## config.mk

```make
export PLATFORM = sky130hd
export DESIGN_NAME = mem_port_arbiter_flat
export DESIGN_NICKNAME = d
export VERILOG_FILES = /design/src/rtl/mem_port_arbiter_pkg.sv /design/src/rtl/mem_port_arbiter_if.sv /design/src/rtl/mem_port_arbiter_starve_counter.sv /design/src/rtl/mem_port_arbiter.sv /design/src/flat_wrapper.sv
export SDC_FILE = /design/constraint.sdc
export NUM_CORES = 1
export LEC_CHECK = 0
export BUFFER_PORTS_ARGS = -buffer_cell sky130_fd_sc_hd__buf_2
export CORE_AREA = 2 2 102 104
export DETAILED_ROUTE_END_ITERATION = 7
export DIE_AREA = 0 0 104 106
export PLACE_DENSITY_LB_ADDON = 0.05
export SLEW_MARGIN = 20
export SYNTH_ARGS = -nofsm -noshare
export SYNTH_HDL_FRONTEND = slang
export SYNTH_SLANG_ARGS = --single-unit
export TNS_END_PERCENT = 10
```

## constraint.sdc

```tcl
create_clock -name clk -period 3.1 [get_ports clk]
set_input_delay 0.93 -clock clk [delete_from_list [all_inputs] [get_ports clk]]
set_output_delay 0.93 -clock clk [all_outputs]
set_load 0.01 [all_outputs]
```

## src/rtl/mem_port_arbiter_pkg.sv

```systemverilog
// Shared types for the fetch/data memory port arbiter.
package mem_arb_pkg;

  localparam int WORD_WIDTH = 32;

  typedef enum logic [2:0] {
    IDLE,
    GNT_I,
    GNT_D,
    RSP_I,
    RSP_D
  } arb_state_e;

endpackage

```

## src/rtl/mem_port_arbiter_if.sv

```systemverilog
// Fetch, data and memory-side signals of the shared port.
interface mem_port_arbiter_if
  import mem_arb_pkg::*;
#(
  parameter int word_width = WORD_WIDTH
) ();

  logic                  if_req;
  logic [word_width-1:0] if_addr;
  logic                  if_ready;
  logic [word_width-1:0] if_rdata;

  logic                  d_req;
  logic                  d_we;
  logic [word_width-1:0] d_addr;
  logic [word_width-1:0] d_wdata;
  logic                  d_ready;
  logic [word_width-1:0] d_rdata;

  logic                  mem_we;
  logic [word_width-1:0] mem_addr;
  logic [word_width-1:0] mem_wdata;
  logic [word_width-1:0] mem_rdata;

  logic                  stall_if;
  logic                  stall_mem;

  modport slave (
    input  if_req, if_addr,
    input  d_req, d_we, d_addr, d_wdata,
    input  mem_rdata,
    output if_ready, if_rdata,
    output d_ready, d_rdata,
    output mem_we, mem_addr, mem_wdata,
    output stall_if, stall_mem
  );

  modport master (
    output if_req, if_addr,
    output d_req, d_we, d_addr, d_wdata,
    output mem_rdata,
    input  if_ready, if_rdata,
    input  d_ready, d_rdata,
    input  mem_we, mem_addr, mem_wdata,
    input  stall_if, stall_mem
  );

endinterface

```

## src/rtl/mem_port_arbiter_starve_counter.sv

```systemverilog
// Saturating count of data grants taken while fetch is waiting.
module starve_counter #(
  parameter int limit = 4
) (
  input  logic clk,
  input  logic reset,
  input  logic i_inc,
  input  logic i_clr,
  output logic o_at_limit
);

  localparam int CW = $clog2(limit + 1);
  localparam logic [CW-1:0] LIM = CW'(limit);

  logic [CW-1:0] r_cnt;

  always_ff @(posedge clk or negedge reset) begin
    if (!reset) begin
      r_cnt <= '0;
    end else if (i_clr) begin
      r_cnt <= '0;
    end else if (i_inc && r_cnt != LIM) begin
      r_cnt <= r_cnt + CW'(1);
    end
  end

  assign o_at_limit = (r_cnt == LIM);

endmodule

```

## src/rtl/mem_port_arbiter.sv

```systemverilog
// Two-requester arbiter for one synchronous-read memory port.
// Data has priority; fetch is promoted after a run of data grants.
module mem_port_arbiter
  import mem_arb_pkg::*;
#(
  parameter int word_width   = WORD_WIDTH,
  parameter int starve_limit = 4
) (
  input logic               clk,
  input logic               reset,
  mem_port_arbiter_if.slave bus
);

  arb_state_e            r_state;
  logic                  r_mem_we;
  logic [word_width-1:0] r_mem_addr;
  logic [word_width-1:0] r_mem_wdata;
  logic                  r_if_ready;
  logic                  r_d_ready;

  logic w_arb;
  logic w_pick_i;
  logic w_pick_d;
  logic w_inc;
  logic w_at_limit;

  always_comb begin
    w_arb    = r_state inside {IDLE, RSP_I, RSP_D};
    w_pick_i = w_arb & bus.if_req
             & (~bus.d_req | w_at_limit);
    w_pick_d = w_arb & bus.d_req & ~w_pick_i;
    w_inc    = w_pick_d & bus.if_req;
  end

  starve_counter #(
    .limit(starve_limit)
  ) u_starve (
    .clk       (clk),
    .reset     (reset),
    .i_inc     (w_inc),
    .i_clr     (w_pick_i),
    .o_at_limit(w_at_limit)
  );

  // Grant-cycle bus values are captured at the arbitration edge
  always_ff @(posedge clk or negedge reset) begin
    if (!reset) begin
      r_state     <= IDLE;
      r_mem_we    <= 1'b0;
      r_mem_addr  <= '0;
      r_mem_wdata <= '0;
      r_if_ready  <= 1'b0;
      r_d_ready   <= 1'b0;
    end else begin
      r_if_ready  <= (r_state == GNT_I);
      r_d_ready   <= (r_state == GNT_D);
      r_mem_we    <= w_pick_d & bus.d_we;
      r_mem_addr  <= w_pick_i ? bus.if_addr
                   : w_pick_d ? bus.d_addr
                   : '0;
      r_mem_wdata <= w_pick_d ? bus.d_wdata : '0;
      unique case (1'b1)
        w_pick_i:           r_state <= GNT_I;
        w_pick_d:           r_state <= GNT_D;
        (r_state == GNT_I): r_state <= RSP_I;
        (r_state == GNT_D): r_state <= RSP_D;
        default:            r_state <= IDLE;
      endcase
    end
  end

  assign bus.mem_we    = r_mem_we;
  assign bus.mem_addr  = r_mem_addr;
  assign bus.mem_wdata = r_mem_wdata;
  assign bus.if_ready  = r_if_ready;
  assign bus.d_ready   = r_d_ready;
  assign bus.if_rdata  = bus.mem_rdata;
  assign bus.d_rdata   = bus.mem_rdata;
  assign bus.stall_if  = bus.if_req & ~r_if_ready;
  assign bus.stall_mem = bus.d_req & ~r_d_ready;

endmodule

```

## src/flat_wrapper.sv

```systemverilog
// flat-port wrapper written by rule: the top's interface ports become plain ports
module mem_port_arbiter_flat import mem_arb_pkg::*;
#(
  parameter int word_width   = WORD_WIDTH,
  parameter int starve_limit = 4
)
  (clk, reset, bus_if_req, bus_if_addr, bus_d_req, bus_d_we, bus_d_addr, bus_d_wdata, bus_mem_rdata, bus_if_ready, bus_if_rdata, bus_d_ready, bus_d_rdata, bus_mem_we, bus_mem_addr, bus_mem_wdata, bus_stall_if, bus_stall_mem);
  mem_port_arbiter_if #(.word_width(word_width)) bus_i ();
  input logic clk;
  input logic reset;
  input wire logic [$bits(bus_i.if_req)-1:0] bus_if_req;
  input wire logic [$bits(bus_i.if_addr)-1:0] bus_if_addr;
  input wire logic [$bits(bus_i.d_req)-1:0] bus_d_req;
  input wire logic [$bits(bus_i.d_we)-1:0] bus_d_we;
  input wire logic [$bits(bus_i.d_addr)-1:0] bus_d_addr;
  input wire logic [$bits(bus_i.d_wdata)-1:0] bus_d_wdata;
  input wire logic [$bits(bus_i.mem_rdata)-1:0] bus_mem_rdata;
  output wire logic [$bits(bus_i.if_ready)-1:0] bus_if_ready;
  output wire logic [$bits(bus_i.if_rdata)-1:0] bus_if_rdata;
  output wire logic [$bits(bus_i.d_ready)-1:0] bus_d_ready;
  output wire logic [$bits(bus_i.d_rdata)-1:0] bus_d_rdata;
  output wire logic [$bits(bus_i.mem_we)-1:0] bus_mem_we;
  output wire logic [$bits(bus_i.mem_addr)-1:0] bus_mem_addr;
  output wire logic [$bits(bus_i.mem_wdata)-1:0] bus_mem_wdata;
  output wire logic [$bits(bus_i.stall_if)-1:0] bus_stall_if;
  output wire logic [$bits(bus_i.stall_mem)-1:0] bus_stall_mem;
  assign bus_i.if_req = bus_if_req;
  assign bus_i.if_addr = bus_if_addr;
  assign bus_i.d_req = bus_d_req;
  assign bus_i.d_we = bus_d_we;
  assign bus_i.d_addr = bus_d_addr;
  assign bus_i.d_wdata = bus_d_wdata;
  assign bus_i.mem_rdata = bus_mem_rdata;
  assign bus_if_ready = bus_i.if_ready;
  assign bus_if_rdata = bus_i.if_rdata;
  assign bus_d_ready = bus_i.d_ready;
  assign bus_d_rdata = bus_i.d_rdata;
  assign bus_mem_we = bus_i.mem_we;
  assign bus_mem_addr = bus_i.mem_addr;
  assign bus_mem_wdata = bus_i.mem_wdata;
  assign bus_stall_if = bus_i.stall_if;
  assign bus_stall_mem = bus_i.stall_mem;
  mem_port_arbiter #(.word_width(word_width), .starve_limit(starve_limit)) u_core (.clk(clk), .reset(reset), .bus(bus_i));
endmodule
```

==> impl_results.html, run 1 <==
<table>
<tr><th>Metric</th><th>Value</th></tr>
<tr><th colspan="2">Run status</th></tr>
<tr><td>Result of the run</td><td>complete, no violations</td></tr>
<tr><th colspan="2">Logic synthesis</th></tr>
<tr><td>Area fraction of the dominant cell type after synthesis</td><td>52.5%</td></tr>
<tr><td>Sequential share of the synthesized area</td><td>52.5%</td></tr>
<tr><td>Most instantiated library cell after synthesis</td><td>sky130_fd_sc_hd__dfrtp_1</td></tr>
<tr><td>Post-synthesis instance area</td><td>between 3000 and 4000 sq um</td></tr>
<tr><td>Synthesized Nets</td><td>approximately 460</td></tr>
<tr><td>Most area-consuming cells after synthesis</td><td>sky130_fd_sc_hd__dfrtp_1 (53%), sky130_fd_sc_hd__buf_4 (14%), sky130_fd_sc_hd__o211ai_1 (6.9%)</td></tr>
<tr><td>Register bit count reported by yosys</td><td>73</td></tr>
<tr><td>Average instance area after synthesis</td><td>approximately 11 sq um</td></tr>
<tr><td>Count of warnings emitted by yosys</td><td>0</td></tr>
<tr><td>Number of flops mapped to enable cells by yosys</td><td>0</td></tr>
<tr><td>Post-synthesis cell type with the largest combined area</td><td>sky130_fd_sc_hd__dfrtp_1</td></tr>
<tr><td>Instance count of the mapped netlist</td><td>322</td></tr>
<tr><td>Prevailing post-synth register cell</td><td>sky130_fd_sc_hd__dfrtp_1</td></tr>
<tr><td>Netlist cell types</td><td>32</td></tr>
<tr><td>Most instantiated cells after synthesis</td><td>sky130_fd_sc_hd__dfrtp_1 (73), sky130_fd_sc_hd__buf_4 (64), sky130_fd_sc_hd__a21oi_1 (32), sky130_fd_sc_hd__nand3_1 (32), sky130_fd_sc_hd__o211ai_1 (32)</td></tr>
<tr><td>Post-synth ARST share</td><td>100%</td></tr>
<tr><th colspan="2">CTS</th></tr>
<tr><td>CTS tree</td><td>done</td></tr>
<tr><td>Hold buffer count at CTS</td><td>0</td></tr>
<tr><td>Largest buffer count on any clock path</td><td>2</td></tr>
<tr><td>Number of H-tree levels</td><td>3</td></tr>
<tr><td>Post-cts sizing count</td><td>0</td></tr>
<tr><td>Clock root cell</td><td>sky130_fd_sc_hd__clkbuf_8</td></tr>
<tr><td>CTS Sinks</td><td>73</td></tr>
<tr><td>Clock latency reported for the late side of the worst-skew pair</td><td>0.34 ns</td></tr>
<tr><td>Post-CTS clock slew at the launch and capture registers of the worst setup and hold paths</td><td>0.08 ns</td></tr>
<tr><td>Number of setup buffers added after CTS</td><td>0</td></tr>
<tr><td>Total CTS buffers</td><td>9</td></tr>
<tr><th colspan="2">Route</th></tr>
<tr><td>Final routed wire length divided by cell count</td><td>17.0 microns</td></tr>
<tr><td>Number of nets still failing antenna checks after routing</td><td>0</td></tr>
<tr><td>Via count</td><td>2620</td></tr>
<tr><td>Total wire length after detailed routing</td><td>9550 microns</td></tr>
<tr><td>Vias per cell</td><td>roughly 4.7</td></tr>
<tr><td>Initial detailed-routing violation count</td><td>around 100</td></tr>
<tr><td>DR DRC count</td><td>0</td></tr>
<tr><td>Detailed-router iteration count before antenna repair</td><td>4</td></tr>
<tr><th colspan="2">Timing</th></tr>
<tr><td>Period Utilization, post-route</td><td>82.1%</td></tr>
<tr><td>Worst clock skew</td><td>0.0103 ns</td></tr>
<tr><td>Achievable clock frequency</td><td>393 MHz</td></tr>
<tr><td>Final hold viol count</td><td>0</td></tr>
<tr><td>Number of max-slew violations in the final report</td><td>0</td></tr>
<tr><td>Clock period minus final worst setup slack</td><td>2.54 ns</td></tr>
<tr><td>Unrepaired setup endpoints after global routing</td><td>false</td></tr>
<tr><td>Headroom to the max-slew limit</td><td>39.0%</td></tr>
<tr><td>Tightest Pin Transition</td><td>0.915 ns</td></tr>
<tr><td>Total negative slack for setup checks</td><td>0 ns</td></tr>
<tr><td># setup viols final</td><td>0</td></tr>
<tr><th colspan="2">Placement</th></tr>
<tr><td>Post-placement cell area</td><td>3930 sq um</td></tr>
<tr><td>Count of buffers inserted at the top-level ports</td><td>169</td></tr>
<tr><td>Routability congestion estimate</td><td>~0.73</td></tr>
<tr><td>Detailed Place HPWL</td><td>6710 microns</td></tr>
<tr><th colspan="2">Critical path</th></tr>
<tr><td>Worst setup path startpoint</td><td>bus_if_req</td></tr>
<tr><td>Type of element launching the critical path</td><td>primary input</td></tr>
<tr><td>Slowest-stage cell, CP</td><td>sky130_fd_sc_hd__buf_2</td></tr>
<tr><td>Startpoint of the worst-slack reg-to-reg timing path</td><td>u_core.u_starve.r_cnt[0]</td></tr>
<tr><td>Max incr delay on CP</td><td>around 0.27 ns</td></tr>
<tr><td>Cell chain of the critical path</td><td>buf_2 &gt; clkinv_1 &gt; nor2_1 &gt; buf_2</td></tr>
<tr><td>Required time at the worst-slack endpoint</td><td>approximately 2.2 ns</td></tr>
<tr><td>Type of the worst setup path</td><td>in2out</td></tr>
<tr><td>Critical Path Fanout Max</td><td>14</td></tr>
<tr><td>Arrival time reported for the critical path endpoint</td><td>about 1.6 ns</td></tr>
<tr><td>Cell repeated most along the worst path</td><td>sky130_fd_sc_hd__buf_2</td></tr>
<tr><td>CP endpoint kind</td><td>primary output</td></tr>
<tr><th colspan="2">Finish</th></tr>
<tr><td>Post-synthesis to final-layout area growth</td><td>19.2%</td></tr>
<tr><td>Final design area excluding fillers</td><td>just over 4000 sq um</td></tr>
<tr><td>Share of post-route cells with drive strength above 1</td><td>51.1%</td></tr>
<tr><td>Count of nets after finishing</td><td>around 560</td></tr>
<tr><td>Final core occ</td><td>41.5%</td></tr>
<tr><td>Diodes inserted</td><td>0</td></tr>
<tr><th colspan="2">GRT</th></tr>
<tr><td>Number of antenna violations at the first check in global routing</td><td>0</td></tr>
<tr><td>Global-route usage over all layers</td><td>about 17%</td></tr>
<tr><td>Number of global-route vias before repair</td><td>2654</td></tr>
<tr><td>Overflow left after global routing</td><td>0</td></tr>
<tr><td>Wire length of the first global-routing pass</td><td>14600 microns</td></tr>
<tr><td>Maximum number of pins on one net before global-route repair</td><td>74</td></tr>
<tr><th colspan="2">Min path</th></tr>
<tr><td>Worst hold start</td><td>u_core.r_state[2]</td></tr>
<tr><td>Min-delay worst type</td><td>reg2reg</td></tr>
<tr><th colspan="2">Floorplanning</th></tr>
<tr><td>Initial core utilization</td><td>around a third</td></tr>
<tr><td>Number of top-level pins</td><td>around 270</td></tr>
<tr><td>Number of rows created at floorplan</td><td>37</td></tr>
<tr><td>Core Box Area</td><td>10000 sq um</td></tr>
<tr><td>Die span in x</td><td>104 microns</td></tr>
<tr><td>Die area</td><td>between 10000 and 15000 sq um</td></tr>
<tr><td>Vert. Die Dim</td><td>106 microns</td></tr>
<tr><th colspan="2">Flow run</th></tr>
<tr><td>Max Cap Viol</td><td>0</td></tr>
<tr><th colspan="2">Power and ir drop</th></tr>
<tr><td>Leak Pwr</td><td>2.20 nW</td></tr>
<tr><td>Peak VDD IR</td><td>0.275 mV</td></tr>
<tr><td>Power per Cell Area</td><td>737 nW/um^2</td></tr>
</table>
[where the power goes]
part / internal, mW / switching, mW / total [mW]
sequential: 1.19 / 0.0846 / 1.27
clock: 0.475 / 0.352 / 0.827
combinational: 0.392 / 0.563 / 0.955
total: 2.06 / 1.00 / 3.06
[flip-flops by register name, indices dropped and copies added (netlist names)]
| signal | cells |
|---|---|
| u_core.bus.d_ready | 1 |
| u_core.bus.if_ready | 1 |
| u_core.bus.mem_addr | 32 |
| u_core.bus.mem_wdata | 32 |
| u_core.bus.mem_we | 1 |
| u_core.r_state | 3 |
| u_core.u_starve.r_cnt | 3 |
[stage by stage]
step,instances,setup slack (ns),hold slack (ns),total power [mW]
floorplan,322,0.576,0.457,1.94
global placement,545,0.546,0.493,2.26
detailed placement,545,0.553,0.490,2.28
CTS,561,0.549,0.505,3.12
global route,561,0.455,0.556,3.28
finish,561,0.555,0.501,3.06
[logic make-up after synthesis]
group	Yosys count	share of synthesized area, %
adder cells (fa/ha/maj)	2	0.719
AND/OR/NAND/NOR	82	14.2
flip-flops	73	52.5
buffers and inverters	92	18.4
multiplexers	2	0.576
AO/OA/AOI/OAI	71	13.5
[layout make-up]
type                            count  area (sq um)
Fill cell                        1077          5850
Sequential cell                    73          1830
Multi-Input combinational cell    157          1020
Timing Repair Buffer              175           893
Tap cell                          136           170
Clock buffer                       11           141
Clock inverter                      5          78.8
Inverter                            4          15.0
[final timing paths]
path / to / slack [ns] / depth (start not counted)
setup / recovery: bus_stall_if / 0.56 / 4
hold / removal: u_core.r_state[2] / 0.50 / 1
setup reg to reg: u_core.bus.mem_addr[27] / 1.31 / 5
hold reg to reg: u_core.r_state[2] / 0.50 / 1
max in group asynchronous: u_core.bus.mem_addr[16] / 1.78 / 1
min in group asynchronous: u_core.bus.mem_wdata[13] / 0.73 / 1
[layer usage]
| layer | global-route usage [%] | part of all wire [%] | vias up |
|---|---|---|---|
| met4 | 8.11 | 3.2 | 0 |
| met5 | 0 | 0 | - |
| met2 | 29.7 | 51 | 146 |
| met3 | 5.03 | 7.2 | 24 |
| met1 | 19.3 | 38 | 1222 |
| li1 | - | - | 1228 |
[critical path: cells and delay by family]
kind                   cells  cell delay, ns
AND/OR/NAND/NOR            1            0.12
buffers and inverters      3            0.57
[layout by cell type, fill, tap and decap left out]
cell type,n
sky130_fd_sc_hd__buf_2,168
sky130_fd_sc_hd__dfrtp_1,73
sky130_fd_sc_hd__nand3_1,32
sky130_fd_sc_hd__o211ai_1,32
sky130_fd_sc_hd__a21oi_1,32
sky130_fd_sc_hd__and2_2,20
sky130_fd_sc_hd__and2_1,13
sky130_fd_sc_hd__clkbuf_8,10
sky130_fd_sc_hd__buf_4,7
sky130_fd_sc_hd__inv_1,3
sky130_fd_sc_hd__nor3b_1,3
sky130_fd_sc_hd__nor2_1,3
sky130_fd_sc_hd__nand2_1,3
sky130_fd_sc_hd__nand3b_1,2
sky130_fd_sc_hd__mux2i_1,2
sky130_fd_sc_hd__ha_1,2
sky130_fd_sc_hd__bufinv_16,2
sky130_fd_sc_hd__clkinv_2,2
sky130_fd_sc_hd__or2_4,1
sky130_fd_sc_hd__and3_1,1
sky130_fd_sc_hd__a211oi_4,1
sky130_fd_sc_hd__or2_2,1
sky130_fd_sc_hd__a21bo_2,1
sky130_fd_sc_hd__clkinv_1,1
sky130_fd_sc_hd__a21boi_4,1
sky130_fd_sc_hd__and3b_2,1
sky130_fd_sc_hd__nor2_2,1
sky130_fd_sc_hd__o21bai_1,1
sky130_fd_sc_hd__o21ai_0,1
sky130_fd_sc_hd__a211oi_1,1
sky130_fd_sc_hd__nor4b_1,1
sky130_fd_sc_hd__a211o_1,1
sky130_fd_sc_hd__clkinv_4,1
sky130_fd_sc_hd__clkbuf_1,1
No activity file was read; power rests on OpenSTA's default activity.
==> inputs of run 2 (changes only) <==
==> constraint.sdc (replaced) <==
create_clock -name clk -period 2.25 [get_ports clk]
set_input_delay 0.675 -clock clk [delete_from_list [all_inputs] [get_ports clk]]
set_output_delay 0.675 -clock clk [all_outputs]
set_load 0.01 [all_outputs]
==> run 2 against run 1 <==
Net effect: largest power group unchanged; final cell count rose by 1.1%; via count grew 1.4%; power increased by 36%; critical path type unchanged; highest routed layer unchanged.
==> impl_results.html, run 2 (synthesis gave the netlist of run 1 again) <==
<table>
<tr><th>Metric</th><th>Value</th></tr>
<tr><th colspan="2">Route</th></tr>
<tr><td>Final routed wire length divided by cell count</td><td>roughly 17 microns</td></tr>
<tr><td>Vias per cell</td><td>between 4 and 5</td></tr>
<tr><td>DR DRC count</td><td>0</td></tr>
<tr><td>Via count</td><td>about 2700</td></tr>
<tr><td>Total wire length after detailed routing</td><td>9710 microns</td></tr>
<tr><td>Initial detailed-routing violation count</td><td>108</td></tr>
<tr><td>Number of nets still failing antenna checks after routing</td><td>0</td></tr>
<tr><td>Detailed-router iteration count before antenna repair</td><td>4</td></tr>
<tr><th colspan="2">GRT</th></tr>
<tr><td>Overflow left after global routing</td><td>0</td></tr>
<tr><td>Maximum number of pins on one net before global-route repair</td><td>43</td></tr>
<tr><td>Number of antenna violations at the first check in global routing</td><td>0</td></tr>
<tr><td>Number of global-route vias before repair</td><td>2632</td></tr>
<tr><td>Global-route usage over all layers</td><td>17.3%</td></tr>
<tr><td>Wire length of the first global-routing pass</td><td>roughly 15000 microns</td></tr>
<tr><th colspan="2">Critical path</th></tr>
<tr><td>Type of the worst setup path</td><td>in2out</td></tr>
<tr><td>Slowest-stage cell, CP</td><td>sky130_fd_sc_hd__buf_2</td></tr>
<tr><td>Critical Path Fanout Max</td><td>5</td></tr>
<tr><td>Cell repeated most along the worst path</td><td>sky130_fd_sc_hd__buf_2</td></tr>
<tr><td>Cell chain of the critical path</td><td>buf_2 &gt; clkinv_1 &gt; nor2_1 &gt; buf_2</td></tr>
<tr><td>Worst reg-to-reg setup slack</td><td>0.56 ns</td></tr>
<tr><td>Reg-to-reg endpoint</td><td>u_core.bus.mem_wdata[26]</td></tr>
<tr><td>Startpoint of the worst-slack reg-to-reg timing path</td><td>u_core.u_starve.r_cnt[0]</td></tr>
<tr><td>Max incr delay on CP</td><td>0.15 ns</td></tr>
<tr><td>Cell count of the worst reg-to-reg path</td><td>6</td></tr>
<tr><td>Arrival time reported for the critical path endpoint</td><td>1.22 ns</td></tr>
<tr><td>Type of element launching the critical path</td><td>primary input</td></tr>
<tr><td>Required time at the worst-slack endpoint</td><td>between 1.5 and 2 ns</td></tr>
<tr><td>CP endpoint kind</td><td>primary output</td></tr>
<tr><th colspan="2">Timing</th></tr>
<tr><td>Tightest Pin Transition</td><td>0.560 ns</td></tr>
<tr><td># setup viols final</td><td>0</td></tr>
<tr><td>Number of max-slew violations in the final report</td><td>0</td></tr>
<tr><td>Crit path setup slack, layout</td><td>approximately 0.36 ns</td></tr>
<tr><td>Achievable clock frequency</td><td>528 MHz</td></tr>
<tr><td>Period Utilization, post-route</td><td>between 80 and 90%</td></tr>
<tr><td>Total negative slack for setup checks</td><td>0 ns</td></tr>
<tr><td>Worst clock skew</td><td>0.00791 ns</td></tr>
<tr><td>Final hold viol count</td><td>0</td></tr>
<tr><td>Unrepaired setup endpoints after global routing</td><td>false</td></tr>
<tr><td>Headroom to the max-slew limit</td><td>between 60% and 70%</td></tr>
<tr><td>Clock period minus final worst setup slack</td><td>1.89 ns</td></tr>
<tr><th colspan="2">Run status</th></tr>
<tr><td>Result of the run</td><td>complete, no violations</td></tr>
<tr><th colspan="2">Power and ir drop</th></tr>
<tr><td>Power per Cell Area</td><td>just under 1000 nW/um^2</td></tr>
<tr><td>Leak Pwr</td><td>about 2.2 nW</td></tr>
<tr><td>Overall Power</td><td>4.15 mW</td></tr>
<tr><td>Peak VDD IR</td><td>~0.29 mV</td></tr>
<tr><th colspan="2">Finish</th></tr>
<tr><td>Commonest cells after routing, fill and taps aside</td><td>sky130_fd_sc_hd__buf_2 (168), sky130_fd_sc_hd__dfrtp_1 (73), sky130_fd_sc_hd__nand3_1 (32), sky130_fd_sc_hd__o211ai_1 (32), sky130_fd_sc_hd__a21oi_1 (32)</td></tr>
<tr><td>Most common cell after layout, fill and taps aside</td><td>sky130_fd_sc_hd__buf_2</td></tr>
<tr><td>Count of nets after finishing</td><td>561</td></tr>
<tr><td>Post-synthesis to final-layout area growth</td><td>20.7%</td></tr>
<tr><td>Diodes inserted</td><td>0</td></tr>
<tr><td>Share of post-route cells with drive strength above 1</td><td>51.3%</td></tr>
<tr><td>Final core occ</td><td>42.0%</td></tr>
<tr><th colspan="2">Floorplanning</th></tr>
<tr><td>Core Box Area</td><td>10000 sq um</td></tr>
<tr><td>Die span in x</td><td>104 microns</td></tr>
<tr><td>Number of top-level pins</td><td>~270</td></tr>
<tr><td>Initial core utilization</td><td>34.8%</td></tr>
<tr><td>Die area</td><td>11000 sq um</td></tr>
<tr><td>Number of rows created at floorplan</td><td>37</td></tr>
<tr><td>Vert. Die Dim</td><td>106 microns</td></tr>
<tr><th colspan="2">CTS</th></tr>
<tr><td>Post-CTS clock slew at the launch and capture registers of the worst setup and hold paths</td><td>about 0.08 ns</td></tr>
<tr><td>CTS Sinks</td><td>73</td></tr>
<tr><td>Total CTS buffers</td><td>9</td></tr>
<tr><td>Clock latency reported for the late side of the worst-skew pair</td><td>between 0.3 and 0.4 ns</td></tr>
<tr><td>Largest buffer count on any clock path</td><td>2</td></tr>
<tr><td>CTS tree</td><td>done</td></tr>
<tr><td>Post-cts sizing count</td><td>0</td></tr>
<tr><td>Hold buffer count at CTS</td><td>0</td></tr>
<tr><td>Number of setup buffers added after CTS</td><td>0</td></tr>
<tr><td>Number of H-tree levels</td><td>3</td></tr>
<tr><td>Clock root cell</td><td>sky130_fd_sc_hd__clkbuf_8</td></tr>
<tr><th colspan="2">Min path</th></tr>
<tr><td>Min-delay worst type</td><td>in2async</td></tr>
<tr><th colspan="2">Placement</th></tr>
<tr><td>Worst slack at placement</td><td>0.336 ns</td></tr>
<tr><td>Routability congestion estimate</td><td>between 0.7 and 0.8</td></tr>
<tr><td>Detailed Place HPWL</td><td>7180 microns</td></tr>
<tr><td>Count of buffers inserted at the top-level ports</td><td>169</td></tr>
<tr><th colspan="2">Flow run</th></tr>
<tr><td>Max Cap Viol</td><td>0</td></tr>
</table>
-- run 2: changes by cell type in the layout (fill, tap and decap cells not counted), sizes merged --
cell and delta:
bufinv -1, clkinv -1, clkbuf +2, buf +6
-- run 2: worst max-delay path: cells and delay by family --
family / cells / cell delay (ns)
buffers and inverters: 3 / 0.41
AND/OR/NAND/NOR: 1 / 0.14
-- run 2: per-layer routing --
layer  track usage (%)  vias to the layer above  part of all wire (%)  routed length [microns]
li1                  -                     1236                     -                        -
met1              20.1                     1239                    38                     3700
met2              30.4                      169                    52                     5050
met3              5.40                       12                   8.1                      785
met4              6.08                        0                   1.8                      172
met5                 0                        -                     0                        0
-- run 2: power by group --
| part | switching (mW) | internal [mW] | leakage, nW |
|---|---|---|---|
| sequential | 0.118 | 1.64 | 0.975 |
| combinational | 0.792 | 0.586 | 1.15 |
| clock | 0.471 | 0.541 | 0.0974 |
-- run 2: through the flow --
step / cells / cell area [sq um] / hold slack (ns)
6_report: 567 / 4200 / 0.309
5_1_grt: 567 / 4200 / 0.341
4_1_cts: 567 / 4200 / 0.330
3_5_place_dp: 551 / 4010 / 0.494
3_3_place_gp: 551 / 4010 / 0.484
2_1_floorplan: 322 / 3480 / 0.379
-- run 2: final cells by class --
type,instances,area (sq um)
Multi-Input combinational cell,157,1020
Timing Repair Buffer,181,976
Clock inverter,3,40.0
Inverter,4,15.0
Clock buffer,13,149
Fill cell,1047,5800
Tap cell,136,170
Sequential cell,73,1830
-- run 2: worst max-delay path by stage --
stage / startpoint / cells after the start / endpoint / slack [ns]
floorplan: bus_if_req / 4 / bus_stall_if / 0.24
CTS: bus_if_req / 4 / bus_stall_if / 0.33
detailed placement: bus_if_req / 4 / bus_stall_if / 0.34
finish: bus_if_req / 4 / bus_stall_if / 0.36
global placement: bus_if_req / 4 / bus_stall_if / 0.34
global route: bus_if_req / 4 / bus_stall_if / 0.28
==> inputs of run 3 (changes only) <==
==> constraint.sdc (replaced) <==
create_clock -name clk -period 1.9 [get_ports clk]
set_input_delay 0.57 -clock clk [delete_from_list [all_inputs] [get_ports clk]]
set_output_delay 0.57 -clock clk [all_outputs]
set_load 0.01 [all_outputs]
==> run 3 against run 2 <==
Net effect: clock skew rose by 0.0047 ns; wire length rose by 0.29%; sequential share of layout area fell by 0.40 points; non-clock buffer count rose by 1; global-route usage rose by 0.28 points; first-iteration DRC count rose by 40%; design area rose by 0.92%; sequential power rose by 18%; utilization rose by 0.39 points; via count fell by 0.56%; clock power rose by 35%; largest cell class unchanged; largest power group unchanged.
==> impl_results.html, run 3 (synthesis gave the netlist of run 1 again) <==
<table>
<tr><th>Metric</th><th>Value</th></tr>
<tr><th colspan="2">CTS</th></tr>
<tr><td>Clock latency reported for the late side of the worst-skew pair</td><td>0.35 ns</td></tr>
<tr><td>Total CTS buffers</td><td>9</td></tr>
<tr><td>Number of H-tree levels</td><td>3</td></tr>
<tr><td>Largest buffer count on any clock path</td><td>2</td></tr>
<tr><td>Number of setup buffers added after CTS</td><td>0</td></tr>
<tr><td>Post-CTS clock slew at the launch and capture registers of the worst setup and hold paths</td><td>0.08 ns</td></tr>
<tr><td>Clock root cell</td><td>sky130_fd_sc_hd__clkbuf_8</td></tr>
<tr><td>Post-cts sizing count</td><td>0</td></tr>
<tr><td>CTS Sinks</td><td>73</td></tr>
<tr><td>Hold buffer count at CTS</td><td>0</td></tr>
<tr><td>CTS tree</td><td>done</td></tr>
<tr><th colspan="2">Timing</th></tr>
<tr><td>Headroom to the max-slew limit</td><td>61.4%</td></tr>
<tr><td>Unrepaired setup endpoints after global routing</td><td>false</td></tr>
<tr><td>Crit path setup slack, layout</td><td>between 0.2 and 0.25 ns</td></tr>
<tr><td># setup viols final</td><td>0</td></tr>
<tr><td>Worst clock skew</td><td>roughly 0.013 ns</td></tr>
<tr><td>Tightest Pin Transition</td><td>0.573 ns</td></tr>
<tr><td>Number of max-slew violations in the final report</td><td>0</td></tr>
<tr><td>Clock period minus final worst setup slack</td><td>1.66 ns</td></tr>
<tr><td>Period Utilization, post-route</td><td>87.4%</td></tr>
<tr><td>Achievable clock frequency</td><td>602 MHz</td></tr>
<tr><td>Total negative slack for setup checks</td><td>0 ns</td></tr>
<tr><td>Final hold viol count</td><td>0</td></tr>
<tr><th colspan="2">Floorplanning</th></tr>
<tr><td>Number of rows created at floorplan</td><td>37</td></tr>
<tr><td>Die area</td><td>roughly 11000 sq um</td></tr>
<tr><td>Number of top-level pins</td><td>around 270</td></tr>
<tr><td>Initial core utilization</td><td>34.8%</td></tr>
<tr><td>Core Box Area</td><td>between 9000 and 10000 sq um</td></tr>
<tr><td>Vert. Die Dim</td><td>106 microns</td></tr>
<tr><td>Die span in x</td><td>104 microns</td></tr>
<tr><th colspan="2">Route</th></tr>
<tr><td>Final routed wire length divided by cell count</td><td>17.1 microns</td></tr>
<tr><td>Detailed-router iteration count before antenna repair</td><td>4</td></tr>
<tr><td>Vias per cell</td><td>4.65</td></tr>
<tr><td>Via count</td><td>2641</td></tr>
<tr><td>Number of nets still failing antenna checks after routing</td><td>0</td></tr>
<tr><td>Initial detailed-routing violation count</td><td>~150</td></tr>
<tr><td>DR DRC count</td><td>0</td></tr>
<tr><td>Total wire length after detailed routing</td><td>about 10000 microns</td></tr>
<tr><th colspan="2">Placement</th></tr>
<tr><td># placed instances</td><td>552</td></tr>
<tr><td>Detailed Place HPWL</td><td>6960 microns</td></tr>
<tr><td>Routability congestion estimate</td><td>0.736</td></tr>
<tr><td>Worst slack at placement</td><td>roughly 0.20 ns</td></tr>
<tr><td>Count of buffers inserted at the top-level ports</td><td>169</td></tr>
<tr><td>Post-placement cell area</td><td>about 4000 sq um</td></tr>
<tr><th colspan="2">Run status</th></tr>
<tr><td>Result of the run</td><td>complete, no violations</td></tr>
<tr><th colspan="2">Critical path</th></tr>
<tr><td>Worst setup path startpoint</td><td>bus_if_req</td></tr>
<tr><td>Slowest-stage cell, CP</td><td>sky130_fd_sc_hd__buf_2</td></tr>
<tr><td>Required time at the worst-slack endpoint</td><td>1.33 ns</td></tr>
<tr><td>Startpoint of the worst-slack reg-to-reg timing path</td><td>u_core.u_starve.r_cnt[0]</td></tr>
<tr><td>Cell count of the worst reg-to-reg path</td><td>6</td></tr>
<tr><td>Buffers &amp; Inverters on Critical Path</td><td>3</td></tr>
<tr><td>Cell chain of the critical path</td><td>buf_2 &gt; clkinv_1 &gt; nor2_1 &gt; buf_2</td></tr>
<tr><td>Depth of the critical timing path with buffers and inverters included</td><td>4</td></tr>
<tr><td>Type of element launching the critical path</td><td>primary input</td></tr>
<tr><td>CP endpoint kind</td><td>primary output</td></tr>
<tr><td>Critical Path Fanout Max</td><td>5</td></tr>
<tr><td>Cell repeated most along the worst path</td><td>sky130_fd_sc_hd__buf_2</td></tr>
<tr><td>Crit path to</td><td>bus_stall_if</td></tr>
<tr><td>Arrival time reported for the critical path endpoint</td><td>1.09 ns</td></tr>
<tr><td>Largest delay contributor family on the critical path</td><td>buffers and inverters</td></tr>
<tr><td>Type of the worst setup path</td><td>in2out</td></tr>
<tr><td>Max incr delay on CP</td><td>approximately 0.15 ns</td></tr>
<tr><td>Worst reg-to-reg setup slack</td><td>approximately 0.28 ns</td></tr>
<tr><td>Reg-to-reg endpoint</td><td>u_core.r_state[1]</td></tr>
<tr><th colspan="2">Finish</th></tr>
<tr><td>Commonest cells after routing, fill and taps aside</td><td>sky130_fd_sc_hd__buf_2 (168), sky130_fd_sc_hd__dfrtp_1 (73), sky130_fd_sc_hd__nand3_1 (32), sky130_fd_sc_hd__o211ai_1 (32), sky130_fd_sc_hd__a21oi_1 (32)</td></tr>
<tr><td>Share of post-route cells with drive strength above 1</td><td>between 50% and 60%</td></tr>
<tr><td>Count of nets after finishing</td><td>562</td></tr>
<tr><td>Post-synthesis to final-layout area growth</td><td>21.8%</td></tr>
<tr><td>Diodes inserted</td><td>0</td></tr>
<tr><td>Filler Cells Inserted</td><td>1023</td></tr>
<tr><td>Most common cell after layout, fill and taps aside</td><td>sky130_fd_sc_hd__buf_2</td></tr>
<tr><td>Number of standard cells in the final layout excluding fillers</td><td>568</td></tr>
<tr><td>Final design area excluding fillers</td><td>4240 sq um</td></tr>
<tr><th colspan="2">Power and ir drop</th></tr>
<tr><td>Power per Cell Area</td><td>between 1000 and 1500 nW/um^2</td></tr>
<tr><td>Peak VDD IR</td><td>0.407 mV</td></tr>
<tr><td>Leak Pwr</td><td>between 2 and 2.5 nW</td></tr>
<tr><th colspan="2">GRT</th></tr>
<tr><td>Global-route usage over all layers</td><td>between 15 and 20%</td></tr>
<tr><td>Number of global-route vias before repair</td><td>2612</td></tr>
<tr><td>Maximum number of pins on one net before global-route repair</td><td>35</td></tr>
<tr><td>Number of antenna violations at the first check in global routing</td><td>0</td></tr>
<tr><td>Overflow left after global routing</td><td>0</td></tr>
<tr><td>Wire length of the first global-routing pass</td><td>14900 microns</td></tr>
<tr><th colspan="2">Min path</th></tr>
<tr><td>Min-delay worst type</td><td>in2async</td></tr>
<tr><th colspan="2">Flow run</th></tr>
<tr><td>Max Cap Viol</td><td>0</td></tr>
</table>
## run 3: cell types whose count changed in the layout (fill, tap and decap cells not counted)
cell | previous run | this run
sky130_fd_sc_hd__clkinvlp_4 | 0 | 2
sky130_fd_sc_hd__clkinv_4 | 0 | 2
sky130_fd_sc_hd__clkbuf_8 | 10 | 9
sky130_fd_sc_hd__clkbuf_1 | 3 | 1
sky130_fd_sc_hd__buf_4 | 10 | 11
sky130_fd_sc_hd__bufinv_16 | 1 | 2
sky130_fd_sc_hd__clkinv_2 | 2 | 0
## run 3: how the worst min path moves through the flow
| stage | from | to | slack (ns) |
|---|---|---|---|
| final | reset | u_core.bus.mem_wdata[17] | 0.15 |
| after global routing | reset | u_core.bus.mem_wdata[17] | 0.16 |
| after CTS | reset | u_core.bus.mem_wdata[17] | 0.15 |
| after detailed placement | u_core.r_state[2] | u_core.r_state[2] | 0.49 |
| after global placement | u_core.r_state[2] | u_core.r_state[2] | 0.49 |
| after floorplan | reset | u_core.bus.d_ready | 0.27 |
## run 3: worst reg2reg max path: cells and delay by family, from the launching register on
family          cells  cell delay [ns]
simple gates        2             0.53
fa+ha+maj           1             0.28
buf+inv             2             0.25
flops               1             0.39
compound gates      1             0.06
## run 3: routing by layer
layer / track usage (%) / part of all wire, %
met5: 0 / 0
met4: 6.47 / 1.9
met3: 5.52 / 7.1
met2: 30.1 / 51
met1: 20.9 / 40
## run 3: layout make-up
class | instances | area [sq um] | share of cell area, %
tap | 136 | 170 | 4.02
multi-input combinational | 157 | 1020 | 24.1
inverter | 4 | 15.0 | 0.354
sequential | 73 | 1830 | 43.1
clock inverter | 6 | 92.6 | 2.19
timing repair buffer | 182 | 983 | 23.2
clock buffer | 10 | 128 | 3.01
## run 3: power by group
group	total, mW	internal [mW]	switching (mW)
logic	1.62	0.685	0.930
registers	2.08	1.94	0.137
clock network	1.36	0.744	0.617
total	5.05	3.37	1.68
## run 3: stage by stage
step	hold slack [ns]	power (mW)	util [%]
after floorplan	0.274	3.17	-
after global placement	0.489	3.76	40.2
after detailed placement	0.494	3.77	40.2
after CTS	0.148	5.16	42.4
after global routing	0.163	5.39	42.4
final	0.149	5.05	42.4
